$ cat config.mk
export PLATFORM = sky130hd
export DESIGN_NAME = fir_decim_ser
export DESIGN_NICKNAME = d
export VERILOG_FILES = /design/src/rtl/fir_decim_ser.sv
export SDC_FILE = /design/constraint.sdc
export NUM_CORES = 1
export LEC_CHECK = 0
export BUFFER_PORTS_ARGS = -buffer_cell sky130_fd_sc_hd__buf_2
export CAP_MARGIN = 20
export CORE_UTILIZATION = 60
export CTS_BUF_LIST = sky130_fd_sc_hd__clkbuf_4 sky130_fd_sc_hd__clkbuf_8 sky130_fd_sc_hd__clkbuf_16
export DETAILED_ROUTE_END_ITERATION = 10
export PLACE_DENSITY_LB_ADDON = 0.3
export SYNTH_ARGS = -nofsm -noshare
export SYNTH_HDL_FRONTEND = slang
export SYNTH_SLANG_ARGS = --single-unit
$ cat constraint.sdc
create_clock -name c -period 17.6 [get_ports c]
set_input_delay 1.76 -clock c [delete_from_list [all_inputs] [get_ports c]]
set_output_delay 1.76 -clock c [all_outputs]
set_load 0.05 [all_outputs]
$ cat src/rtl/fir_decim_ser.sv
// fir_decim_ser
// Serializer placed after the 8-channel decimate-by-4 FIR. Whole packed
// output words from the FIR are buffered in a small word FIFO, then emitted
// one channel per clock on a valid/ready stream. Words that arrive while the
// FIFO is full, with no pop on the same edge, are dropped and flagged.
//
// Ports:
//   c         clock, all logic on the rising edge
//   reset_n   synchronous active-low reset
//   id        packed input word, channel k at id[NB*k +: NB]
//   iv        one-cycle input strobe, id sampled on the same edge
//   od        serialized sample
//   och       channel index of od
//   olast     high while the last channel of a word is presented
//   ov        od/och/olast valid
//   ordy      downstream ready; a transfer happens when ov && ordy
//   overflow  sticky flag, set when an input word has been dropped
//   level     words held in the FIFO, not counting the output stage
module fir_decim_ser #(
  parameter int NCH   = 8,
  parameter int NB    = 24,
  parameter int DEPTH = 4
) (
  input  logic                     c,
  input  logic                     reset_n,
  input  logic [NCH*NB-1:0]        id,
  input  logic                     iv,
  output logic [NB-1:0]            od,
  output logic [$clog2(NCH)-1:0]   och,
  output logic                     olast,
  output logic                     ov,
  input  logic                     ordy,
  output logic                     overflow,
  output logic [$clog2(DEPTH):0]   level
);

  localparam int CW = $clog2(NCH);
  localparam int AW = $clog2(DEPTH);
  localparam int LW = AW + 1;
  localparam int WW = NCH * NB;
  localparam logic [LW-1:0] FULL   = LW'(DEPTH);
  localparam logic [CW-1:0] LASTCH = CW'(NCH - 1);

  typedef enum logic {IDLE, BUSY} state_t;

  state_t          state;
  state_t          state_nxt;
  logic [WW-1:0]   mem [DEPTH];
  logic [AW-1:0]   wptr;
  logic [AW-1:0]   rptr;
  logic [WW-1:0]   hold;
  logic            fifo_ne;
  logic            xfer;
  logic            pop;
  logic            push;
  logic            drop;
  logic            advance;
  logic            finish;

  assign ov = (state == BUSY);

  // Output-stage sequencing. A pop happens whenever the stage is idle with
  // data waiting, or when the last channel transfers and another word is
  // queued, which gives back-to-back words with no bubble. A full FIFO still
  // accepts a write on an edge that also pops.
  always_comb begin
    state_nxt = state;
    fifo_ne   = (level != '0);
    xfer      = ov && ordy;
    pop       = 1'b0;
    advance   = 1'b0;
    finish    = 1'b0;
    case (state)
      IDLE: begin
        if (fifo_ne) begin
          pop       = 1'b1;
          state_nxt = BUSY;
        end
      end
      BUSY: begin
        if (xfer) begin
          if (och == LASTCH) begin
            if (fifo_ne) begin
              pop = 1'b1;
            end else begin
              finish    = 1'b1;
              state_nxt = IDLE;
            end
          end else begin
            advance = 1'b1;
          end
        end
      end
      default: state_nxt = IDLE;
    endcase
    push = iv && ((level != FULL) || pop);
    drop = iv && (level == FULL) && !pop;
  end

  always_ff @(posedge c) begin
    if (!reset_n) begin
      state <= IDLE;
    end else begin
      state <= state_nxt;
    end
  end

  // Word storage has no reset; only the pointers and level define contents.
  always_ff @(posedge c) begin
    if (reset_n && push) begin
      mem[wptr] <= id;
    end
  end

  // The holding register shifts down one channel per transfer, so the next
  // sample to present always sits in the second lane. och tracks the lane
  // index of the original word.
  always_ff @(posedge c) begin
    if (!reset_n) begin
      wptr     <= '0;
      rptr     <= '0;
      level    <= '0;
      overflow <= 1'b0;
      hold     <= '0;
      od       <= '0;
      och      <= '0;
      olast    <= 1'b0;
    end else begin
      if (push) begin
        wptr <= wptr + 1'b1;
      end
      if (pop) begin
        rptr <= rptr + 1'b1;
      end
      case ({push, pop})
        2'b10:   level <= level + 1'b1;
        2'b01:   level <= level - 1'b1;
        default: level <= level;
      endcase
      if (drop) begin
        overflow <= 1'b1;
      end
      if (pop) begin
        hold  <= mem[rptr];
        od    <= mem[rptr][NB-1:0];
        och   <= '0;
        olast <= (LASTCH == '0);
      end else if (advance) begin
        hold  <= hold >> NB;
        od    <= hold[2*NB-1:NB];
        och   <= och + 1'b1;
        olast <= ((och + 1'b1) == LASTCH);
      end else if (finish) begin
        och   <= '0;
        olast <= 1'b0;
      end
    end
  end

endmodule
==> flow_metrics.tcl <==
set metrics [dict create \
    async_flop_share_pct 0 \
    numClockSinks 975 \
    finalSetupTns_ps 0 \
    hp-start "hold[191]$_SDFFE_PN0P_" \
    grt_pass1_wl_um 113000 \
    syn_area_um2 36300 \
    pwr-share-comb_pct 19.3 \
    yosysWarnings 0 \
    globalplace.congestion 0.776 \
    drive_gt1_share_pct 27.8 \
    stdcell_area_um2 40900 \
    whs_path_depth 1 \
    ys.flop_type "edfxtp_1" \
    cts_tree "done" \
    post-cts-setup-buffers 0 \
    antenna_found_initial 25 \
    status "finished clean" \
    r2r_slack_ps 14000 \
    synth_edf_count 768 \
    hold_end "hold[191]$_SDFFE_PN0P_" \
    place_area_um2 37800 \
    num_rows 89 \
    final_cell_count_no_fill 2973 \
    pin_count 229 \
    post_cts_resized 0 \
    initial_utilization_pct 61.1 \
    clkLatencyLatePin_ps 630 \
    syn_inst 1908 \
    die-area_um2 61500 \
    powerDensity_nw_per_um2 152 \
    crit_type "in2reg" \
    drc 0 \
    worst_pin_slew_ps 1070 \
    syn2layout_area_growth_pct 12.6 \
    avgViaCountPerCell 6.03 \
    synth_nets 2112 \
    grt_overflow_total 0 \
    synth-seq-cells 975 \
    rr_startpoint "och[1]$_SDFFE_PP0P_" \
    wl_per_cell_um 25.5 \
    drt_iter0_markers 1287 \
    finalHoldViolations 0 \
    grt_pass1_vias 18600 \
    drtAntennaViolNets 0 \
    clockBufferDepth 3 \
    slew_violations 0 \
    fp.dieW_um 248 \
    grt_use_total_pct 25.2 \
    finClkSkew_ps 12.9 \
    synth_area_per_cell_um2 19.0 \
    cp_data_required_time_ps 18070 \
    finalSetupViolations 0 \
    clk_pin_slew_ps 60 \
    p_int_uw 4460 \
    hold_path.class "reg2reg" \
    r2r_cells 7 \
    fin_crit_sh_pct 22.7 \
    p_switching_uw 1750 \
    relSlewSlack_pct 28.5 \
    port_buffers 228 \
    end_kind "flop" \
    drv_cap 0 \
    core_area_um2 59500 \
    ctsHoldBuffers 0 \
    fp.dieH_um 248 \
    ir_drop_uv 98.8 \
    grt_max_degree 193 \
    dp_cells 2791 \
    start_kind "input pin" \
    crit_fanout 90 \
    fin_hold_ws_ps 481 \
    min_period_ps 4000 \
    layout.nets 2317 \
    rsz0062_at_grt "no" \
    yosysUniqueCellTypes 46 \
    numCtsBuffers 93 \
    dp_hpwl_um 43200 \
    leakage_uw 0.0144 \
    vias 17900 \
    crit_arrival_ps 4470 \
    routed_wirelength_um 75700 \
    h-tree-depth 3 \
    fillerInstances 3755 \
    fmaxAchievable_mhz 250 \
    seqPwrFrac_pct 48.5 \
    clockPowerShare_pct 32.1 \
    r2r_end "hold[116]$_SDFFE_PN0P_" \
    firstDrtPassIters 5 \
    swShare_pct 28.1 \
    root_buffer "clkbuf_16" \
    yosysSeqAreaShare_pct 74.9 \
]
-- critical path: stages --
cell      delay, ps
buf_2           120
a21boi_2        150
o21ai_4         320
buf_4           810
buf_4           920
o21ai_0         200
-- flip-flops by register name (all words and copies together) (netlist names), named ones only --
| signal | count |
|---|---|
| hold | 169 |
| level | 3 |
| mem | 768 |
| och | 3 |
| od | 23 |
| olast | 1 |
| ov | 1 |
| overflow | 1 |
| rptr | 2 |
| wptr | 2 |
-- how the worst max path moves through the flow --
| stage | end | start | cells after the start |
|---|---|---|---|
| after floorplan | mem[0][0]$_DFFE_PP_ | iv | 4 |
| after global placement | hold[116]$_SDFFE_PN0P_ | ordy | 6 |
| after detailed placement | hold[116]$_SDFFE_PN0P_ | ordy | 6 |
| after CTS | hold[122]$_SDFFE_PN0P_ | ordy | 6 |
| after global routing | hold[116]$_SDFFE_PN0P_ | ordy | 6 |
| final | hold[116]$_SDFFE_PN0P_ | ordy | 6 |
-- per-layer routing --
layer  global-route usage [%]  part of all wire (%)  vias up
li1                         -                     -     7952
met1                     33.1                    39     9231
met2                     42.4                    51      559
met3                     5.74                   6.7      157
met4                     7.61                   2.5       30
met5                        0                  0.25        -
-- layout by cell type (no fill, tap or decap), types with 6 or more instances in the layout --
cell and instances:
nor2_1 17, diode_2 11, edfxtp_1 768, mux4_2 192, o21ai_1 167, clkinv_1 7
clkinv_2 11, mux2i_1 169, buf_4 7, dfxtp_1 205, buf_2 228, nand2_1 172
a22o_1 24, clkbuf_4 34, clkbuf_16 95, ha_1 7, buf_12 7, bufinv_16 6
clkbuf_8 11, inv_1 8
-- power by group through the flow --
| stage | clock network (uW) | logic (uW) | registers [uW] |
|---|---|---|---|
| finish | 2000 | 1200 | 3010 |
| global route | 2110 | 1300 | 3040 |
| CTS | 2020 | 1220 | 3020 |
| floorplan | 0 | 1020 | 2940 |
| global placement | 0 | 1180 | 3050 |
| detailed placement | 0 | 1200 | 3060 |
-- Yosys cell counts (2+ instances only) --
| master | n | area share (%) |
|---|---|---|
| a21oi_1 | 4 | 0.055 |
| mux2i_1 | 169 | 4.7 |
| buf_1 | 7 | 0.072 |
| a22o_1 | 24 | 0.58 |
| buf_4 | 35 | 0.72 |
| ha_1 | 7 | 0.24 |
| buf_6 | 24 | 0.74 |
| a211oi_1 | 3 | 0.062 |
| o21ai_0 | 3 | 0.041 |
| a31oi_1 | 3 | 0.052 |
| o21ai_1 | 167 | 2.3 |
| inv_1 | 8 | 0.083 |
| xnor2_1 | 3 | 0.072 |
| buf_2 | 50 | 0.69 |
| nand2_1 | 172 | 1.8 |
| nor3_1 | 2 | 0.028 |
| clkbuf_1 | 15 | 0.15 |
| mux4_2 | 192 | 12 |
| nor2_1 | 17 | 0.18 |
| edfxtp_1 | 768 | 63 |
| dfxtp_1 | 207 | 11 |
| and2_1 | 4 | 0.069 |
-- layout make-up --
cell class	instances	area, um2	share of cell area, %
inverters	8	30.0	0.0734
well taps	773	967	2.36
clock inverters	31	317	0.774
multi-input cells	793	8240	20.1
repair buffers	242	1330	3.26
flip-flops and latches	975	27200	66.5
diodes	11	27.5	0.0673
clock buffers	140	2780	6.80
-- logic make-up after synthesis --
kind of cell,share of synthesized area (%)
multiplexers,16.6
adder cells (fa/ha/maj),0.296
XOR/XNOR,0.0965
AO/OA/AOI/OAI,3.40
AND/OR/NAND/NOR,2.27
buffers and inverters,2.49
flip-flops,74.9
-- per-stage QoR --
step	power (uW)	util, %	setup slack, ps
final	6210	68.8	13600
after global routing	6450	68.8	13410
after CTS	6260	68.8	13700
after detailed placement	4270	63.5	13000
after global placement	4230	63.5	13090
after floorplan	3950	-	10420
Note: power is estimated with default switching activity, not from simulation.
